## src/rtl/btn_cursor_ctrl.sv

```systemverilog
// rtl/btn_cursor_ctrl.sv - push-button cursor controller with hold-to-repeat and frame-aligned moves
//
// Turns debounced button levels into cursor moves on the VGA frame. Press
// edges and hold-to-repeat events latch per-direction requests, a round-robin
// arbiter picks one at each frame_start, and the clamped move is applied in a
// single UPDATE cycle so the cursor never changes mid-frame.
//
// Ports:
//   clk          system clock
//   rst          synchronous active-high reset
//   btn_up/down/left/right  debounced direction levels, high = pressed
//   btn_center   debounced level, each press toggles fine_mode
//   frame_start  one-cycle pulse at start of vertical blank
//   cur_x/cur_y  registered cursor position
//   fine_mode    1 = 1-pixel steps, 0 = STEP-pixel steps
//   busy         high for the UPDATE cycle

module btn_cursor_ctrl #(
   parameter int REPEAT_DELAY = 25000000,
   parameter int REPEAT_RATE  = 5000000,
   parameter int STEP         = 8,
   parameter int X_MAX        = 799,
   parameter int Y_MAX        = 599,
   parameter int X_INIT       = 400,
   parameter int Y_INIT       = 300
) (
   input  logic       clk,
   input  logic       rst,
   input  logic       btn_up,
   input  logic       btn_down,
   input  logic       btn_left,
   input  logic       btn_right,
   input  logic       btn_center,
   input  logic       frame_start,
   output logic [9:0] cur_x,
   output logic [9:0] cur_y,
   output logic       fine_mode,
   output logic       busy
);

   localparam int CW = (REPEAT_DELAY > 1) ? $clog2(REPEAT_DELAY) : 1;
   localparam logic [CW-1:0] CNT_LAST   = CW'(REPEAT_DELAY - 1);
   localparam logic [CW-1:0] CNT_RELOAD = CW'(REPEAT_DELAY - REPEAT_RATE);

   typedef enum logic [1:0] {IDLE, ARMED, UPDATE} state_t;

   state_t        state;
   logic [4:0]    level;
   logic [4:0]    prev_q;
   logic [4:0]    press;
   logic [CW-1:0] hold_cnt [4];
   logic [3:0]    rpt;
   logic [3:0]    pending;
   logic [3:0]    clr;
   logic [3:0]    pending_nxt;
   logic [1:0]    rr_ptr;
   logic [1:0]    grant;
   logic [1:0]    pick;
   logic [1:0]    idx;
   logic [10:0]   step;
   logic [10:0]   x_ext;
   logic [10:0]   y_ext;
   logic [9:0]    nx;
   logic [9:0]    ny;

   // Bit order matches the direction index: up=0, down=1, left=2, right=3, center=4.
   assign level = {btn_center, btn_right, btn_left, btn_down, btn_up};
   assign press = level & ~prev_q;

   // Gating with level stops a release coinciding with the terminal count
   // from producing a stray repeat.
   always_comb begin
      rpt = '0;
      for (int i = 0; i < 4; i++) begin
         rpt[i] = level[i] && (hold_cnt[i] == CNT_LAST);
      end
   end

   // A new event for the granted direction in the UPDATE cycle wins over the clear.
   assign clr         = (state == UPDATE) ? (4'b0001 << grant) : 4'b0000;
   assign pending_nxt = (pending & ~clr) | press[3:0] | rpt;

   // Round-robin search: scan downward so the lowest offset from rr_ptr wins.
   always_comb begin
      pick = rr_ptr;
      idx  = rr_ptr;
      for (int k = 3; k >= 0; k--) begin
         idx = rr_ptr + 2'(k);
         if (pending[idx]) begin
            pick = idx;
         end
      end
   end

   // Clamped move; 11-bit intermediates keep the overflow/underflow tests exact.
   always_comb begin
      step  = fine_mode ? 11'd1 : 11'(STEP);
      x_ext = {1'b0, cur_x};
      y_ext = {1'b0, cur_y};
      nx    = cur_x;
      ny    = cur_y;
      case (grant)
         2'd0: ny = (y_ext < step) ? 10'd0 : 10'(y_ext - step);
         2'd1: ny = (y_ext + step > 11'(Y_MAX)) ? 10'(Y_MAX) : 10'(y_ext + step);
         2'd2: nx = (x_ext < step) ? 10'd0 : 10'(x_ext - step);
         default: nx = (x_ext + step > 11'(X_MAX)) ? 10'(X_MAX) : 10'(x_ext + step);
      endcase
   end

   always_ff @(posedge clk) begin
      if (rst) begin
         for (int i = 0; i < 4; i++) begin
            hold_cnt[i] <= '0;
         end
      end else begin
         for (int i = 0; i < 4; i++) begin
            if (!level[i]) begin
               hold_cnt[i] <= '0;
            end else if (hold_cnt[i] == CNT_LAST) begin
               hold_cnt[i] <= CNT_RELOAD;
            end else begin
               hold_cnt[i] <= hold_cnt[i] + 1'b1;
            end
         end
      end
   end

   // prev_q resets to ones so a button held through reset is not a press.
   always_ff @(posedge clk) begin
      if (rst) begin
         prev_q    <= '1;
         fine_mode <= 1'b0;
         pending   <= '0;
      end else begin
         prev_q    <= level;
         fine_mode <= fine_mode ^ press[4];
         pending   <= pending_nxt;
      end
   end

   always_ff @(posedge clk) begin
      if (rst) begin
         state  <= IDLE;
         busy   <= 1'b0;
         grant  <= 2'd0;
         rr_ptr <= 2'd0;
         cur_x  <= 10'(X_INIT);
         cur_y  <= 10'(Y_INIT);
      end else begin
         case (state)
            IDLE: begin
               busy <= 1'b0;
               if (pending != 4'b0000) begin
                  state <= ARMED;
               end
            end
            ARMED: begin
               if (frame_start) begin
                  grant <= pick;
                  busy  <= 1'b1;
                  state <= UPDATE;
               end
            end
            UPDATE: begin
               cur_x  <= nx;
               cur_y  <= ny;
               rr_ptr <= grant + 2'd1;
               busy   <= 1'b0;
               state  <= (pending_nxt != 4'b0000) ? ARMED : IDLE;
            end
            default: begin
               busy  <= 1'b0;
               state <= IDLE;
            end
         endcase
      end
   end

endmodule

```

## config.mk

```make
export PLATFORM = sky130hd
export DESIGN_NAME = btn_cursor_ctrl
export DESIGN_NICKNAME = d
export VERILOG_FILES = /design/src/rtl/btn_cursor_ctrl.sv
export SDC_FILE = /design/constraint.sdc
export NUM_CORES = 1
export LEC_CHECK = 0
export ABC_AREA = 1
export BUFFER_PORTS_ARGS = -buffer_cell sky130_fd_sc_hd__buf_4
export CORE_ASPECT_RATIO = 1.25
export CORE_MARGIN = 4
export CORE_UTILIZATION = 30
export DETAILED_ROUTE_END_ITERATION = 10
export GPL_ROUTABILITY_DRIVEN = 0
export PLACE_DENSITY_LB_ADDON = 0.08
export SLEW_MARGIN = 10
export SYNTH_ARGS = -nofsm -noshare
export SYNTH_HDL_FRONTEND = slang
export SYNTH_SLANG_ARGS = --single-unit
```

## constraint.sdc

```tcl
create_clock -name clk -period 3.91 [get_ports clk]
set_clock_uncertainty 0.15 [all_clocks]
set_input_delay 0.782 -clock clk [delete_from_list [all_inputs] [get_ports clk]]
set_output_delay 0.782 -clock clk [all_outputs]
set_load 0.05 [all_outputs]
```

==> metrics.yaml, run 1 <==
status: "completed"
drc: 0
ir_drop_v: 0.000233
die_w_um: 164
avgSynthCellArea_sq_um: 7.58
min_period_ns: 2.55
drt_iter0_markers: 437
max_stage_delay_ns: 0.43
setup_tns_ns: 0
synth_largest_area_cell: "edfxtp_1"
start_util: 0.303
critical-path-top-delay-family: "simple AND/OR/NAND/NOR gates"
final-setup-viol-count: 0
worstPathMaxFanout: 28
synth_edf_count: 100
dr.pass1.iters: 5
die_height_um: 203
cts_max_path_buffers: 2
wl_per_cell_um: 12.6
drive_gt1_frac: 0.116
grt_start_max_net_pins: 29
holdPathStages: 1
antenna_found_initial: 0
cts_setup_buffers: 0
worstMarginPinSlew_ns: 0.887
clock_sinks: 137
core_sq_um: 30000
cts_hold_buf: 0
ys_warn_count: 0
synth_flop_cell: "edfxtp_1"
clk_pin_slew_ns: 0.06
worst_hold_startpoint: "busy$_SDFFE_PP0P_"
cts_tree: "built"
p_leak_uw: 0.00447
ys_top_cells_by_count: "260 x nand2_1, 168 x inv_1, 128 x nor2_1"
final_hold_viol_count: 0
max-cap-violations: 0
ys_ff_latch: 137
syn2layout_area_growth_pct: 17.4
crit_path_end_kind: "flop"
rows: 71
worstHoldPathType: "flop to flop"
synth_area_sq_um: 9110
critical_path_class: "primary input to flop"
ant_nets: 0
yosysMostFrequentCell: "nand2_1"
power_density_nw_per_um2: 350
routed-via-count: 7801
r2r_start: "grant[1]$_SDFFE_PP0P_"
fin_area_sq_um: 10700
r2r_end: "cur_x[2]$_SDFFE_PP0P_"
relSlewSlack: 0.405
dp_hpwl_um: 16800
grt_pass1_vias: 7559
ys_types: 49
arrival_ns: 2.66
routed_wl_um: 21900
path_cells: "buf_4 > inv_2 > nand2_1 > nor2_2 > inv_1 > nor3b_1"
crit_buf_inv: 3
reg2reg_depth: 8
vias_per_cell: 4.48
grt_pass1_wl_um: 36500
num-nets-final: 1356
rsz0062_at_grt: "false"
grt_usage: 0.135
n_antenna_cell: 0
pin_count: 30
cts.repair.resized: 0
cts_buffers: 17
period_share: 0.652
dpl-instance-area_sq_um: 10100
synth-seq-area-share: 0.411
worst_path_max_delay_cell: "inv_2"
overflow: 0
worst_setup_path_start_kind: "primary input"
root_buffer: "clkbuf_16"
syn-instance-count: 1201
port_buffers: 29
maxSlewViolCount: 0
htreeDepth: 4
clk_latency_ns: 0.42
dieArea_sq_um: 33200
r2r_slack_ns: 1.36
async_flop_share: 0
synth_area_leaders: "edfxtp_1 33%, nand2_1 11%, dfxtp_1 8.1%"
fmax_mhz: 392
hold_end: "busy$_SDFFE_PP0P_"
synth_top_area_frac: 0.330
worstPathRequired_ns: 4.02
## cell type report
cell class,count,area (sq um)
timing repair buffer,29,218
clock buffer,20,457
inverter,178,668
tap,401,502
multi-input combinational,965,4960
fill,3297,19300
sequential,137,3740
clock inverter,12,148
## where the power goes
group | switching [uW] | internal (uW)
sequential | 82.3 | 1640
combinational | 235 | 108
clock | 644 | 1030
total | 962 | 2780
## per-stage QoR
stage,total power (uW),util,hold WS [ns],setup slack (ns),instances
2_1_floorplan,2000,-,0.327,1.45,1300
3_3_place_gp,2100,0.336,0.308,0.976,1710
3_5_place_dp,2100,0.336,0.308,0.901,1710
4_1_cts,3810,0.356,0.325,1.31,1742
5_1_grt,3920,0.356,0.355,1.05,1742
6_report,3740,0.356,0.323,1.36,1742
## cell usage in the layout (no fill, tap or decap), types with 11 or more instances in the layout
| cell type | instances |
|---|---|
| a21oi_1 | 79 |
| nand2_1 | 260 |
| nand4_1 | 35 |
| nand3_1 | 80 |
| xor2_1 | 31 |
| or2_2 | 13 |
| o21ai_0 | 48 |
| xnor2_1 | 12 |
| nor3b_1 | 11 |
| nor3_1 | 35 |
| ha_1 | 20 |
| edfxtp_1 | 100 |
| nand2_2 | 23 |
| buf_4 | 29 |
| clkbuf_16 | 17 |
| dfxtp_1 | 37 |
| nor2_2 | 18 |
| inv_1 | 168 |
| nor4_1 | 13 |
| conb_1 | 100 |
| nor2_1 | 128 |
## cells by family (layout without fill, tap and decap cells)
family | Yosys count | in the layout | synth area share
AOI/OAI and AO/OA | 149 | 149 | 0.0888
xor gates and xnor gates | 43 | 43 | 0.0414
adders and majority gates | 20 | 20 | 0.0275
buffers and inverters | 198 | 239 | 0.0853
DFF | 137 | 137 | 0.411
other | 1 | 100 | 0.000412
and+or+nand+nor | 653 | 653 | 0.346
## worst reg2reg max path: cells and delay by family, from the launching register on
family | cells | cell delay, ns
buf+inv | 3 | 0.43
fa+ha+maj | 1 | 0.35
flops | 1 | 0.38
simple gates | 1 | 0.78
compound gates | 3 | 0.36
## flip-flops by register name, summed over array words and instances (netlist names)
signal     cells
fine_mode      1
pending        4
hold_cnt     100
rr_ptr         2
prev_q         5
cur_y         10
busy           1
state          2
cur_x         10
grant          2
## per-layer routing
layer,up-vias,GRT usage,routed length [um],share of wire
li1,4135,-,-,-
met1,3569,0.167,10000,0.46
met2,73,0.236,11000,0.50
met3,24,0.0207,461,0.021
met4,0,0.0512,419,0.019
met5,-,0,0,0
## worst max path at each step
| stage | slack, ns | start | to | cells after the start |
|---|---|---|---|---|
| 2_1_floorplan | 1.45 | fine_mode$_SDFF_PP0_ | cur_x[4]$_SDFFE_PP1P_ | 15 |
| 3_3_place_gp | 0.98 | rst | hold_cnt[3][2]$_SDFFCE_PN0P_ | 6 |
| 3_5_place_dp | 0.90 | rst | hold_cnt[3][2]$_SDFFCE_PN0P_ | 6 |
| 4_1_cts | 1.31 | fine_mode$_SDFF_PP0_ | cur_y[5]$_SDFFE_PP1P_ | 11 |
| 5_1_grt | 1.05 | fine_mode$_SDFF_PP0_ | cur_y[5]$_SDFFE_PP1P_ | 15 |
| 6_report | 1.36 | rst | hold_cnt[3][2]$_SDFFCE_PN0P_ | 6 |
No activity file was read; power rests on OpenSTA's default activity.
==> inputs of run 2 (changes only) <==
- ABC_AREA: 1 -> 0
- clock period: 3.91 -> 2.7 ns (I/O delays scaled with it)
==> run 2 against run 1 <==
Net effect:
- combinational power up 37%
- sequential power up 45%
- clock power up 33%
- wire length down 15%
- total power up 39%
- synthesized area down 11%
- critical path depth up 2
- first-iteration DRC count down 47%
- hold slack worse by 0.16 ns
- die area down 10%
- global-route usage down 0.60 points
- register-to-register slack worse by 1.2 ns
==> metrics.yaml, run 2 <==
rsz0062_at_grt: "true"
stdcell_count: 1371
grt_usage: 0.129
synth_flop_cell: "edfxtp_1"
overflow: 0
relSlewSlack: 0.640
r2r_start: "fine_mode$_SDFF_PP0_"
die_height_um: 192
min_period_ns: 2.57
synth_area_leaders: "edfxtp_1 37%, dfxtp_1 9.1%, xor2_1 7.2%"
switchingPower_uw: 1320
r2r_slack_ns: 0.13
grt_start_max_net_pins: 25
routed-via-count: 6430
routed_wl_um: 18500
worstHoldPathType: "primary input to flop"
worst_setup_path_start_kind: "flop"
arrival_ns: 2.72
worst_hold_startpoint: "btn_center"
synth_area_sq_um: 8150
reg.largest.list: "hold_cnt: 100 flops, cur_x: 10 flops, cur_y: 10 flops"
cts_buffers: 17
largest_register: "hold_cnt"
largest_reg_flops: 100
dp_hpwl_um: 13500
core_sq_um: 26800
synth-simple-area-share: 0.254
async_flop_share: 0
cts.repair.resized: 0
r2r_end: "cur_x[7]$_SDFFE_PP1P_"
ys_warn_count: 0
power.internal_uw: 3870
hold_end: "prev_q[4]$_SDFF_PP1_"
port_buffers: 29
yosysMostFrequentCell: "nor2_1"
period_share: 0.953
clk_pin_slew_ns: 0.06
dr.pass1.iters: 4
synth_top_family_by_area: "simple AND/OR/NAND/NOR gates"
ys_ff_latch: 137
rows: 67
switching_share: 0.254
ys_types: 69
worstMarginPinSlew_ns: 0.535
vias_per_cell: 4.69
p_total_uw: 5190
drt_iter0_markers: 233
fmax_mhz: 389
cts_setup_buffers: 0
n_antenna_cell: 0
place_ws_ns: 0.141
fillers: 2766
synth_fa_ha_area_frac: 0.0307
wl_per_cell_um: 13.5
synth_top_area_frac: 0.369
worstPathRequired_ns: 2.84
maxSlewViolCount: 0
clock_sinks: 137
synth_xor_area_frac: 0.102
cts_hold_buf: 0
final_common_cell: "nor2_1"
ant_nets: 0
clk_latency_ns: 0.42
dieArea_sq_um: 29900
final-setup-viol-count: 0
drc: 0
antenna_found_initial: 0
syn-instance-count: 869
avgSynthCellArea_sq_um: 9.37
critical_path_class: "flop to flop"
p_seq_frac: 0.480
synth.area.mux_share: 0.00645
worstPathMaxFanout: 7
start_util: 0.304
layout_setup_ws_ns: 0.127
cts_tree: "built"
die_w_um: 155
max-cap-violations: 0
synth-seq-area-share: 0.460
final_hold_viol_count: 0
num-nets-final: 1041
synth_edf_count: 100
ir_drop_v: 0.000335
p_leak_uw: 0.00356
power_frac_comb: 0.091
power_density_nw_per_um2: 525
synth_compound_area_frac: 0.114
status: "completed"
dp_cells: 1339
drive_gt1_frac: 0.123
cts_max_path_buffers: 2
p_clk_frac: 0.430
reg2reg_depth: 8
syn2layout_area_growth_pct: 21.3
crit_path_end_kind: "flop"
root_buffer: "clkbuf_16"
holdPathStages: 2
synth_largest_area_cell: "edfxtp_1"
layout_common_cells: "137 x nor2_1, 100 x edfxtp_1, 100 x conb_1, 68 x buf_4, 67 x xor2_1"
dpl-instance-area_sq_um: 9300
pin_count: 30
grt_pass1_vias: 6370
ys_top_cells_by_count: "137 x nor2_1, 100 x edfxtp_1, 67 x xor2_1"
grt_pass1_wl_um: 31600
fin_area_sq_um: 9880
htreeDepth: 4
==> run 2: changes by cell type after synthesis, sizes merged, moves of 17 or more <==
cell,before,now
nor3,46,24
o21ai,48,29
nand2,284,56
nand3,86,41
a21oi,81,40
inv,178,26
xor2,31,67
and3,0,17
clkbuf,7,32
==> run 2: through the flow <==
step | util | setup TNS, ns | hold slack, ns
final | 0.368 | 0 | 0.165
after global routing | 0.368 | -0.0622 | 0.154
after CTS | 0.367 | 0 | 0.141
after detailed placement | 0.347 | 0 | 0.316
after global placement | 0.347 | 0 | 0.300
after floorplan | - | 0 | 0.335
==> run 2: worst max-delay path, stage by stage (launching register included) <==
cell and delay [ns]:
dfxtp_4 0.37, ha_1 0.20, ha_1 0.23, or3_1 0.37
nor3_2 0.12, a2bb2oi_1 0.10, a221oi_2 0.34, nor4_1 0.08
or4_1 0.49
==> run 2: area by class of cell <==
class	instances	area, sq um	share of cell area
sequential	137	3750	0.380
tap	345	432	0.0437
inverter	26	97.6	0.00988
multi-input combinational	763	4530	0.459
clock inverter	11	98.8	0.0100
clock buffer	21	460	0.0466
timing repair buffer	68	510	0.0517
==> run 2: power by group through the flow <==
stage / clock network, uW / registers [uW] / logic [uW]
2_1_floorplan: 0 / 2530 / 312
4_1_cts: 2320 / 2490 / 475
5_1_grt: 2400 / 2510 / 533
3_3_place_gp: 0 / 2530 / 476
6_report: 2230 / 2490 / 470
3_5_place_dp: 0 / 2530 / 472
==> run 2: worst max-delay path by stage <==
stage                     slack, ns               endpoint  depth (start not counted)            startpoint
after floorplan                0.02  cur_x[7]$_SDFFE_PP1P_                          9  fine_mode$_SDFF_PP0_
after global placement         0.14  cur_x[7]$_SDFFE_PP1P_                          8  fine_mode$_SDFF_PP0_
after detailed placement       0.14  cur_x[7]$_SDFFE_PP1P_                          8  fine_mode$_SDFF_PP0_
after CTS                      0.13  cur_x[7]$_SDFFE_PP1P_                          8  fine_mode$_SDFF_PP0_
after global routing          -0.02  cur_x[1]$_SDFFE_PP0P_                          9  fine_mode$_SDFF_PP0_
final                          0.13  cur_x[7]$_SDFFE_PP1P_                          8  fine_mode$_SDFF_PP0_
==> run 2: logic make-up after synthesis <==
logic type / count (synthesis)
AO/OA/AOI/OAI: 136
XOR/XNOR: 95
adder cells (fa/ha/maj): 20
buffers and inverters: 68
flip-flops: 137
multiplexers: 5
other: 1
AND/OR/NAND/NOR: 407
==> run 2: routing by layer <==
| layer | global-route usage | share of wire |
|---|---|---|
| met1 | 0.164 | 0.47 |
| met2 | 0.223 | 0.50 |
| met3 | 0.0243 | 0.022 |
| met4 | 0.0414 | 0.017 |
| met5 | 0 | 0 |
==> inputs of run 3 (changes only) <==
- PLACE_DENSITY_LB_ADDON: 0.08 -> 0.05
==> run 3 against run 2 <==
Net effect:
- combinational power increased by 2%
- largest cell class unchanged
- die area unchanged
- clock-buffer cell count decreased by 1
==> metrics.yaml, run 3 (synthesis gave the netlist of run 2 again) <==
finalCoreUtilization: 0.367
period_share: 0.937
grt_pass1_vias: 6439
pin_count: 30
relSlewSlack: 0.589
cts_tree: "built"
rsz0062_at_grt: "false"
root_buffer: "clkbuf_16"
power_density_nw_per_um2: 527
clock_sinks: 137
largest_register: "hold_cnt"
min_period_ns: 2.53
layout_common_cells: "137 x nor2_1, 100 x edfxtp_1, 100 x conb_1, 67 x xor2_1, 62 x buf_4"
reg2reg_depth: 8
reg.largest.list: "hold_cnt: 100 flops, cur_x: 10 flops, cur_y: 10 flops"
rows: 67
htreeDepth: 4
drive_gt1_frac: 0.115
grt_usage: 0.133
cts_hold_buf: 0
dp_hpwl_um: 13800
critical_path_class: "flop to flop"
worstHoldPathType: "primary input to flop"
multi_input_area_sq_um: 4540
critPathLaunch: "fine_mode$_SDFF_PP0_"
maxSlewViolCount: 0
ant_nets: 0
place_ws_ns: 0.103
worst_hold_slack_ns: 0.162
cts.repair.resized: 0
grt_start_max_net_pins: 22
worstMarginPinSlew_ns: 0.610
status: "completed"
path_cells: "inv_1 > ha_4 > a41o_1 > nor2b_1 > a2bb2oi_1 > a221oi_2 > nor4_1 > or4_1"
hold_end: "prev_q[4]$_SDFF_PP1_"
fmax_mhz: 395
num-nets-final: 1036
syn2layout_area_growth_pct: 20.9
cts_max_path_buffers: 2
grt_pass1_wl_um: 32100
worst_path_max_delay_cell: "or4_1"
p_leak_uw: 0.00354
clk_pin_slew_ns: 0.06
routed_wl_um: 18800
start_util: 0.304
clk_latency_ns: 0.42
drt_iter0_markers: 212
crit_path_end_kind: "flop"
arrival_ns: 2.67
n_antenna_cell: 0
layout_setup_ws_ns: 0.169
r2r_start: "fine_mode$_SDFF_PP0_"
final-setup-viol-count: 0
final_common_cell: "nor2_1"
fillers: 2810
cts_buffers: 17
routed-via-count: 6409
die_height_um: 192
worst_setup_path_start_kind: "flop"
dr.pass1.iters: 4
r2r_end: "cur_x[7]$_SDFFE_PP1P_"
worstPathMaxFanout: 9
worst_hold_startpoint: "btn_center"
cts_setup_buffers: 0
overflow: 0
dieArea_sq_um: 29900
wl_per_cell_um: 13.8
die_w_um: 155
core_sq_um: 26800
final_hold_viol_count: 0
antenna_found_initial: 0
largest_reg_flops: 100
vias_per_cell: 4.70
ir_drop_v: 0.000418
r2r_slack_ns: 0.17
max_stage_delay_ns: 0.50
setup_tns_ns: 0
worstPathRequired_ns: 2.84
max-cap-violations: 0
drc: 0
port_buffers: 29
seqCellArea_sq_um: 3750
holdPathStages: 2
[run 3: worst max path at each step]
| stage | slack [ns] | to | cells after the start |
|---|---|---|---|
| finish | 0.17 | cur_x[7]$_SDFFE_PP1P_ | 8 |
| global route | 0.02 | cur_x[7]$_SDFFE_PP1P_ | 8 |
| CTS | 0.07 | cur_x[7]$_SDFFE_PP1P_ | 8 |
| detailed placement | 0.10 | cur_x[7]$_SDFFE_PP1P_ | 8 |
| global placement | 0.1 | cur_x[7]$_SDFFE_PP1P_ | 8 |
| floorplan | 0.02 | cur_x[7]$_SDFFE_PP1P_ | 9 |
[run 3: layout make-up]
class	instances	share of cell area
repair buffers	63	0.0493
flip-flops and latches	137	0.381
clock inverters	11	0.0108
multi-input cells	763	0.461
clock buffers	20	0.0443
well taps	345	0.0438
inverters	26	0.00990
[run 3: metrics by stage]
step	power, uW	instance area, sq um	std cells
6_report	5190	9850	1365
5_1_grt	5450	9850	1365
4_1_cts	5290	9810	1365
3_5_place_dp	3010	9270	1334
3_3_place_gp	3010	9270	1334
2_1_floorplan	2850	8530	968
[run 3: worst max-delay path, delay by kind of cell, from the launching register on]
kind | cells | cell delay, ns
adder cells (fa/ha/maj) | 1 | 0.24
AND/OR/NAND/NOR | 3 | 0.73
flip-flops | 1 | 0.41
buffers and inverters | 1 | 0.11
AO/OA/AOI/OAI | 3 | 0.76
[run 3: power by group]
part / switching, uW / leakage (uW) / total [uW] / internal [uW]
logic: 289 / 0.00194 / 480 / 191
registers: 115 / 0.00133 / 2490 / 2370
clock network: 888 / 0.000272 / 2230 / 1340
[run 3: per-layer routing]
layer / part of all wire / track usage
met2: 0.50 / 0.233
met4: 0.013 / 0.0414
met1: 0.46 / 0.162
met5: 0 / 0
met3: 0.025 / 0.0295
